--- src/rtl/req_encoder_pkg.sv ---
// Shared types for the round-robin request encoder: offer state encoding and default width.
package req_encoder_pkg;

  localparam int unsigned DefLogNum = 3;

  typedef enum logic {
    S_IDLE  = 1'b0,
    S_OFFER = 1'b1
  } state_e;

endpackage

--- src/rtl/req_encoder_rr_find.sv ---
// Circular first-set search: lowest set bit of vector at or above start, wrapping modulo Num.
module req_encoder_rr_find
  import req_encoder_pkg::*;
#(
  parameter  int unsigned LogNum = DefLogNum,
  localparam int unsigned Num    = 2 ** LogNum
) (
  input  logic [Num-1:0]    vector,
  input  logic [LogNum-1:0] start,
  output logic              found,
  output logic [LogNum-1:0] pos
);

  logic [Num-1:0]    rot;
  logic [LogNum-1:0] off;

  // Rotating a doubled copy puts position start at bit 0, so a plain priority scan wraps.
  assign rot = Num'({vector, vector} >> start);

  always_comb begin
    found = 1'b0;
    off   = '0;
    for (int unsigned i = 0; i < Num; i++) begin
      if (rot[i] && !found) begin
        found = 1'b1;
        off   = LogNum'(i);
      end
    end
  end

  // Num is a power of two, so the LogNum-bit add wraps naturally.
  assign pos = start + off;

endmodule

--- src/rtl/req_encoder.sv ---
// Round-robin request encoder: collects one-bit request pulses and offers them one at a time as a binary index.
module req_encoder
  import req_encoder_pkg::*;
#(
  parameter  int unsigned LogNum = DefLogNum,
  localparam int unsigned Num    = 2 ** LogNum
) (
  input  logic              clk,
  input  logic              rst_n,
  input  logic [Num-1:0]    req,
  input  logic              ready,
  output logic              valid,
  output logic [LogNum-1:0] idx,
  output logic [Num-1:0]    pending
);

  state_e            state_q, state_d;
  logic [LogNum-1:0] ptr;
  logic [Num-1:0]    clr;
  logic [Num-1:0]    pending_next;
  logic [LogNum-1:0] ptr_next;
  logic              accept;
  logic              search;
  logic              found;
  logic [LogNum-1:0] pos;

  assign accept = valid & ready;
  assign search = !valid | accept;

  always_comb begin
    clr = '0;
    if (accept) clr[idx] = 1'b1;
  end

  // A request arriving in the accepting cycle wins over the clear.
  assign pending_next = (pending & ~clr) | req;
  assign ptr_next     = accept ? idx + LogNum'(1) : ptr;

  req_encoder_rr_find #(
    .LogNum(LogNum)
  ) u_find (
    .vector(pending_next),
    .start (ptr_next),
    .found (found),
    .pos   (pos)
  );

  always_ff @(posedge clk or negedge rst_n) begin
    if (!rst_n) state_q <= S_IDLE;
    else        state_q <= state_d;
  end

  always_comb begin
    state_d = state_q;
    unique case (state_q)
      S_IDLE:  if (found) state_d = S_OFFER;
      S_OFFER: if (accept) state_d = found ? S_OFFER : S_IDLE;
      default: state_d = S_IDLE;
    endcase
  end

  always_comb begin
    valid = (state_q == S_OFFER);
  end

  always_ff @(posedge clk or negedge rst_n) begin
    if (!rst_n) begin
      pending <= '0;
      ptr     <= '0;
      idx     <= '0;
    end else begin
      pending <= pending_next;
      ptr     <= ptr_next;
      // A stalled offer keeps its index; a new one is only chosen when searching.
      if (search && found) idx <= pos;
    end
  end

endmodule
--- config.mk ---
export PLATFORM = sky130hd
export DESIGN_NAME = req_encoder
export DESIGN_NICKNAME = d
export VERILOG_FILES = /design/src/rtl/req_encoder_pkg.sv /design/src/rtl/req_encoder_rr_find.sv /design/src/rtl/req_encoder.sv
export SDC_FILE = /design/constraint.sdc
export NUM_CORES = 1
export LEC_CHECK = 0
export CAP_MARGIN = 0
export CORE_ASPECT_RATIO = 0.7
export CORE_MARGIN = 4
export CORE_UTILIZATION = 57
export CTS_CLUSTER_SIZE = 8
export DETAILED_ROUTE_END_ITERATION = 10
export PLACE_DENSITY = 0.86
export SLEW_MARGIN = 10
export SYNTH_ARGS = -nofsm -noshare
export SYNTH_HDL_FRONTEND = slang
export SYNTH_SLANG_ARGS = --single-unit
export TNS_END_PERCENT = 30
--- constraint.sdc ---
create_clock -name clk -period 7.6 [get_ports clk]
set_input_delay 2.28 -clock clk [delete_from_list [all_inputs] [get_ports clk]]
set_output_delay 2.28 -clock clk [all_outputs]
set_load 0.1 [all_outputs]
Word-level counts from Yosys, hierarchy flattened
Cells that the tools add are included.
{"block": "op_classes", "add_sub_neg": 2, "mul": 0, "div": 0, "magnitude_cmp": 2, "eq_ne": 0, "n_shift": 1, "mux": 22, "n_bitwise": 6, "n_reduce_logical": 17}
{"operator": ">> shifter 16 x 3 -> 8 bit", "count": 1}
{"operator": "two-way mux 3 bit", "count": 5}
{"operator": "two-way mux 1 bit", "count": 12}
{"operator": "logical AND 1 bit", "count": 9}
{"operator": "bitwise AND 8 bit", "count": 1}
{"operator": "logical NOT 1 bit", "count": 8}
{"operator": "two-way mux 8 bit", "count": 1}
{"operator": "inverter 8 bit", "count": 1}
{"operator": "bitwise OR 8 bit", "count": 1}
{"operator": "less-than comparator 3 x 4 -> 1 bit, second input constant", "count": 1}
{"operator": "two-way mux 2 bit", "count": 2}
{"operator": "adder 3 x 1 -> 3 bit, second input constant", "count": 1}
{"operator": "adder 3 bit", "count": 1}
{"operator": "demux 1 bit (select 3 bit)", "count": 1}
{"operator": "greater-or-equal comparator 3 x 1 -> 1 bit, second input constant", "count": 1}
{"operator": "one-hot mux 1 bit (2 select lines)", "count": 1}
{"operator": "bitwise AND 1 bit", "count": 1}
{"operator": "inverter 1 bit", "count": 1}
{"operator": "bitwise OR 1 bit", "count": 1}
{"block": "word_totals", "regBits": 15, "latch_bits": 0, "ram_bits": 0, "rom_bits": 0, "input_bits": 11, "out_inout_bits": 12, "word_cells": 54, "mem_count": 0}

Logic depth before layout (Yosys ltp)
{"block": "depth", "depth_word": 34, "ltp_mapped": 15, "ltp_nobuf": 14}

Cells and area by module
Synthesis repeated with hierarchy kept, for this count alone.
{"block": "hier_totals", "hier_cells": 126, "area_unflattened_um2": 1295.0}
{"mod": "req_encoder_rr_find", "n_inst": 1, "cells_each": 74, "area_each_um2": 678.2, "seq_area_each_um2": 0.0}
{"mod": "req_encoder", "n_inst": 1, "cells_each": 52, "area_each_um2": 616.8, "seq_area_each_um2": 375.4}

Worst setup path before layout
No wires, ideal clock.
{"block": "synth_timing", "path_kind": "input to register", "start": "input ready", "end": "register idx[2]", "setup_time_ps": 120, "arrival_ps": 5180, "required_time_ps": 7480, "path_slack_ps": 2300, "stages": 14, "path_buffers": 2, "path_cell_list": "and2_4 buf_6 a21oi_4 buf_12 mux2i_1 o32ai_1 a32o_1 a221oi_1 o21ai_0 ha_1 fa_1 xnor2_1 or3_1 a31o_1"}
{"block": "synth_between", "elab_chain_len": 29, "word_cells_on_any_way": 39, "classes_between": "1 x add/sub; 1 x shift; 17 x mux; 5 x bitwise; 15 x reduce/logical"}
{"item": "start, declared", "line_no": "req_encoder.sv:11", "rtl": "input logic ready,"}
{"item": "bitwise AND 1 bit (*)", "line_no": "req_encoder.sv:27", "rtl": "assign accept = valid & ready;"}
{"item": "two-way mux 8 bit", "line_no": "req_encoder.sv:32", "rtl": "if (accept) clr[idx] = 1'b1;"}
{"item": "inverter 8 bit", "line_no": "req_encoder.sv:36", "rtl": "assign pending_next = (pending & ~clr) | req;"}
{"item": "bitwise AND 8 bit", "line_no": "req_encoder.sv:36"}
{"item": "bitwise OR 8 bit", "line_no": "req_encoder.sv:36"}
{"item": ">> shifter 16 x 3 -> 8 bit", "line_no": "req_encoder_rr_find.sv:18", "rtl": "assign rot = Num'({vector, vector} >> start);"}
{"item": "two-way mux 1 bit", "line_no": "req_encoder_rr_find.sv:24", "rtl": "if (rot[i] && !found) begin"}
{"item": "logical NOT 1 bit", "line_no": "req_encoder_rr_find.sv:24"}
{"item": "[... 13 more ...]"}
{"item": "two-way mux 1 bit", "line_no": "req_encoder_rr_find.sv:24"}
{"item": "logical NOT 1 bit", "line_no": "req_encoder_rr_find.sv:24"}
{"item": "logical AND 1 bit", "line_no": "req_encoder_rr_find.sv:24"}
{"item": "two-way mux 1 bit", "line_no": "req_encoder_rr_find.sv:24"}
{"item": "logical NOT 1 bit", "line_no": "req_encoder_rr_find.sv:24"}
{"item": "logical AND 1 bit", "line_no": "req_encoder_rr_find.sv:24"}
{"item": "two-way mux 3 bit / two-way mux 1 bit (equally long branches)", "line_no": "req_encoder_rr_find.sv:24"}
{"item": "adder 3 bit / logical AND 1 bit (equally long branches)", "line_no": "req_encoder_rr_find.sv:32, req_encoder.sv:75"}
{"item": "end signal, assigned", "line_no": "req_encoder.sv:75", "rtl": "if (search && found) idx <= pos;"}
{"item": "end, declared", "line_no": "req_encoder.sv:13", "rtl": "output logic [LogNum-1:0] idx,"}
Mark *: on every way between the ends. The rest lies on a longest branch, timed or not.
A chain may end at the register's enable or synchronous reset.

Worst setup path in the final report
{"block": "layout_timing", "start": "input ready", "end": "register idx[2]"}
{"block": "layout_between", "word_cells_on_any_way": 39, "classes_between": "1 x add/sub; 1 x shift; 17 x mux; 5 x bitwise; 15 x reduce/logical"}
{"item": "bitwise AND 1 bit (*)", "line_no": "req_encoder.sv:27"}
{"item": "two-way mux 3 bit (*)", "line_no": "req_encoder.sv:37", "rtl": "assign ptr_next = accept ? idx + LogNum'(1) : ptr;"}
{"item": "named net ptr_next[0]", "line_no": "req_encoder.sv:21", "rtl": "logic [LogNum-1:0] ptr_next;"}
{"item": ">> shifter 16 x 3 -> 8 bit", "line_no": "req_encoder_rr_find.sv:18"}
{"item": "two-way mux 1 bit", "line_no": "req_encoder_rr_find.sv:24"}
{"item": "logical NOT 1 bit", "line_no": "req_encoder_rr_find.sv:24"}
{"item": "logical AND 1 bit", "line_no": "req_encoder_rr_find.sv:24"}
{"item": "two-way mux 1 bit", "line_no": "req_encoder_rr_find.sv:24"}
{"item": "[... 11 more ...]"}
{"item": "two-way mux 1 bit", "line_no": "req_encoder_rr_find.sv:24"}
{"item": "logical NOT 1 bit", "line_no": "req_encoder_rr_find.sv:24"}
{"item": "logical AND 1 bit", "line_no": "req_encoder_rr_find.sv:24"}
{"item": "two-way mux 1 bit", "line_no": "req_encoder_rr_find.sv:24"}
{"item": "logical NOT 1 bit", "line_no": "req_encoder_rr_find.sv:24"}
{"item": "logical AND 1 bit", "line_no": "req_encoder_rr_find.sv:24"}
{"item": "two-way mux 3 bit / two-way mux 1 bit (equally long branches)", "line_no": "req_encoder_rr_find.sv:24"}
{"item": "adder 3 bit / logical AND 1 bit (equally long branches)", "line_no": "req_encoder_rr_find.sv:32, req_encoder.sv:75"}
The timed path passes the listed nets; every way through them passes the cells marked *.

==> results.md <==
* Remaining DRCs at 0
* PortBufs at 22
* Sequential area share after synthesis at 0.274
* Worst hold path type: reg2reg
* Pleak at 0.599 nW
* Wire per inst at around 18 um
* Setup Fix Bufs, Post-CTS at 0
* Pin count of the biggest net entering global routing at 19
* H-tree levels at 1
* Clock sink total at 15
* Chip Height at 49 um
* Post-DR vias/cell at around 6.4
* Worst hold start: idx[0]$_DFFE_PN0P_
* Mean Syn Cell Area at about 10 sq um
* Sw frac at 0.569
* Clk root buf: clkbuf_4
* Switching pwr at ~0.33 mW
* CP required at a little under 8 ns
* PwrDens at 366 nW/um^2
* First-pass detailed-route iteration total at 5
* Row cnt at 14
* Routed wire length at 3420 um
* CP Class: in2reg
* Worst R2R End: idx[2]$_DFFE_PN0P_
* CP max stage cell: o21a_1
* Syn. warnings at 0
* GRT overflow at 0
* Syn nets at around 150
* Placed cell area at 1580 sq um
* Critical path endpoint category: register
* # setup viols final at 0
* Final period util at 0.785
* Cells on worst reg2reg path at 14
* Maximum vdd drop at 0.159 mV
* R2r setup slk at 3.38 ns
* Max Fanout on Critical Path at 18
* Synthesized flop and latch total at 15
* Predominant post-synthesis flop cell: dfrtp_1
* Status: complete, no violations
* Final RePlAce weighted congestion at around 0.94
* Cell Area, Synth at between 1000 and 1500 sq um
* Syn-to-layout area delta at 17.2%
* Hold depth at 1
* Hold_buf cts at 0
* Clock Power Share at 0.086
* TritonCTS Buffers at 3
* WP data arrival at 6.17 ns
* Logic pwr share at 0.694
* Async S/R FF share, synth at 1.00
* First-pass GRT wire length at about 5800 um
* Max Slew Vio Count at 0
* EDFF count, synth at 0
* Max Fclk at about 170 MHz
* Worst skew pair latency at just over 0.3 ns
* Clk slew on worst S/H paths at around 0.11 ns
* Layout cell share with drive strength beyond 1 at 0.157
* Post-Synthesis Cells at 138
* Via Count at 1224
* Number of global-route vias before repair at about 1200
* Worst path max stage delay at 0.58 ns
* Nets@finish at between 150 and 200
* Antenna cell count at 0
* Design Area, Final at roughly 1600 sq um
* Initial Utilization at 0.615
* Max cap viols at 0
* TritonCTS clock tree: built
* Min Clock Period, post-route at 5.97 ns
* Hold EP: idx[0]$_DFFE_PN0P_
* Final cell count without fillers at between 150 and 200
* Crit-path cells: clkdlybuf4s50_1 > nand3b_1 > o21a_1 > inv_1 > o21ai_0 > o32a_1 > nor2_1 > a221oi_1 > o21ai_0 > ha_1 > fa_1 > xnor2_1 > or3_1 > a31o_1
* Core Region at between 2000 and 2500 sq um
* Num ports at 23
* Actual slew at the worst max-slew pin at 0.999 ns
* 1st-iter DRT viols at 136
* Share of power burned in registers at 0.220
* Startpoint type of the worst setup path: input port
* Final Power at a little under 0.6 mW
* Fin. Hold Viols at 0
* Die area at 3260 sq um
* Post-DRT Antenna Nets at 0
* Max Clock Skew at 0.0107 ns
* Slew HR at 0.332
* RSZ-0062 raised after global routing: false
* Worst path most repeated cell: o21ai_0
* Yosys cell types at between 40 and 50
* Initial antenna violation count at 0
* Chip width at roughly 67 um
* Post_cts resized at 0
* Int Pwr at approximately 0.25 mW
* Placed Cells at approximately 190
* Dpl hpwl at approximately 2700 um
* Setup TNS at 0 ns
* CTS Buffer Depth at 2
* Total GRT Usage at 0.237
* R2r startpoint: idx[1]$_DFFE_PN0P_
[sequential cells by signal, indices dropped and copies added (netlist names)]
name	flops
pending	8
ptr	3
valid	1
idx	3
[Yosys cell counts (2+ instances only)]
cell / count / area, sq um
a2111oi_0: 2 / 17.5
mux2_2: 5 / 56.3
dfrtp_1: 15 / 375
o21a_1: 2 / 15.0
nand4_1: 2 / 12.5
ha_1: 2 / 25.0
or2_2: 7 / 43.8
o22ai_1: 2 / 12.5
nor2_1: 9 / 33.8
mux2i_1: 16 / 160
a21oi_1: 4 / 20.0
o21ai_0: 5 / 25.0
a211oi_1: 5 / 37.5
inv_1: 11 / 41.3
nand2_1: 3 / 11.3
o32a_1: 2 / 20.0
nor3_1: 2 / 10.0
o31ai_1: 5 / 37.5
o32ai_1: 3 / 26.3
mux2_1: 2 / 22.5
buf_6: 2 / 22.5
nand2b_1: 2 / 12.5
buf_2: 2 / 10.0
o31ai_4: 2 / 42.5
xnor2_1: 2 / 17.5
or3_1: 2 / 12.5
[logic make-up (layout without fill, tap and decap cells)]
group	after synthesis	in the layout	share of synthesized area
AND/OR/NAND/NOR	34	34	0.142
XOR/XNOR	3	3	0.0329
adder cells (fa/ha/maj)	3	3	0.0329
buffers and inverters	17	38	0.0731
flip-flops	15	15	0.274
AO/OA/AOI/OAI	42	42	0.260
multiplexers	24	24	0.186
[worst max path at each step]
stage | startpoint | endpoint | slack [ns]
after floorplan | ready | idx[2]$_DFFE_PN0P_ | 2.30
after global placement | ready | idx[2]$_DFFE_PN0P_ | 1.50
after detailed placement | ready | idx[2]$_DFFE_PN0P_ | 1.35
after CTS | ready | idx[2]$_DFFE_PN0P_ | 1.68
after global routing | ready | idx[2]$_DFFE_PN0P_ | 1.40
final | ready | idx[2]$_DFFE_PN0P_ | 1.63
[cell usage in the layout, fill, tap and decap left out, types with 3 or more instances in the layout]
| cell | netlist | layout |
|---|---|---|
| o21ai_0 | 5 | 5 |
| clkdlybuf4s50_1 | 0 | 22 |
| dfrtp_1 | 15 | 15 |
| inv_1 | 11 | 11 |
| or2_2 | 7 | 7 |
| mux2_2 | 5 | 5 |
| o32ai_1 | 3 | 3 |
| o31ai_1 | 5 | 5 |
| a21oi_1 | 4 | 4 |
| nand2_1 | 3 | 3 |
| clkbuf_4 | 0 | 3 |
| mux2i_1 | 16 | 16 |
| nor2_1 | 9 | 9 |
| a211oi_1 | 5 | 5 |
[layout make-up]
class	count	area [sq um]
well taps	32	40.0
repair buffers	22	220
fillers	169	621
clock buffers	3	22.5
multi-input cells	106	893
clock inverters	1	5.00
flip-flops and latches	15	375
inverters	12	47.5
[power groups by stage]
stage	combinational [mW]	sequential [mW]	clock, mW
6_report	0.408	0.129	0.0504
5_1_grt	0.429	0.132	0.0575
4_1_cts	0.404	0.129	0.0516
3_5_place_dp	0.402	0.131	0
3_3_place_gp	0.395	0.130	0
2_1_floorplan	0.231	0.231	0
[metal layers]
metal	vias up	global-route usage	wire length, um
met1	596	0.327	1530
li1	570	-	-
met4	0	0.0946	49
met5	-	0	0
met3	5	0.0622	297
met2	53	0.347	1550
[worst max-delay path: cells and delay by family]
family | cells | cell delay (ns)
buf+inv | 2 | 0.73
fa+ha+maj | 2 | 0.62
compound gates | 6 | 1.61
xor+xnor | 1 | 0.15
simple gates | 3 | 0.78
[per-stage QoR]
| step | setup WS (ns) | util | hold slack [ns] |
|---|---|---|---|
| 2_1_floorplan | 2.30 | - | 0.658 |
| 3_3_place_gp | 1.50 | 0.709 | 0.573 |
| 3_5_place_dp | 1.35 | 0.709 | 0.577 |
| 4_1_cts | 1.68 | 0.721 | 0.603 |
| 5_1_grt | 1.40 | 0.721 | 0.635 |
| 6_report | 1.63 | 0.721 | 0.600 |
Power figures use the tool's default switching activity.
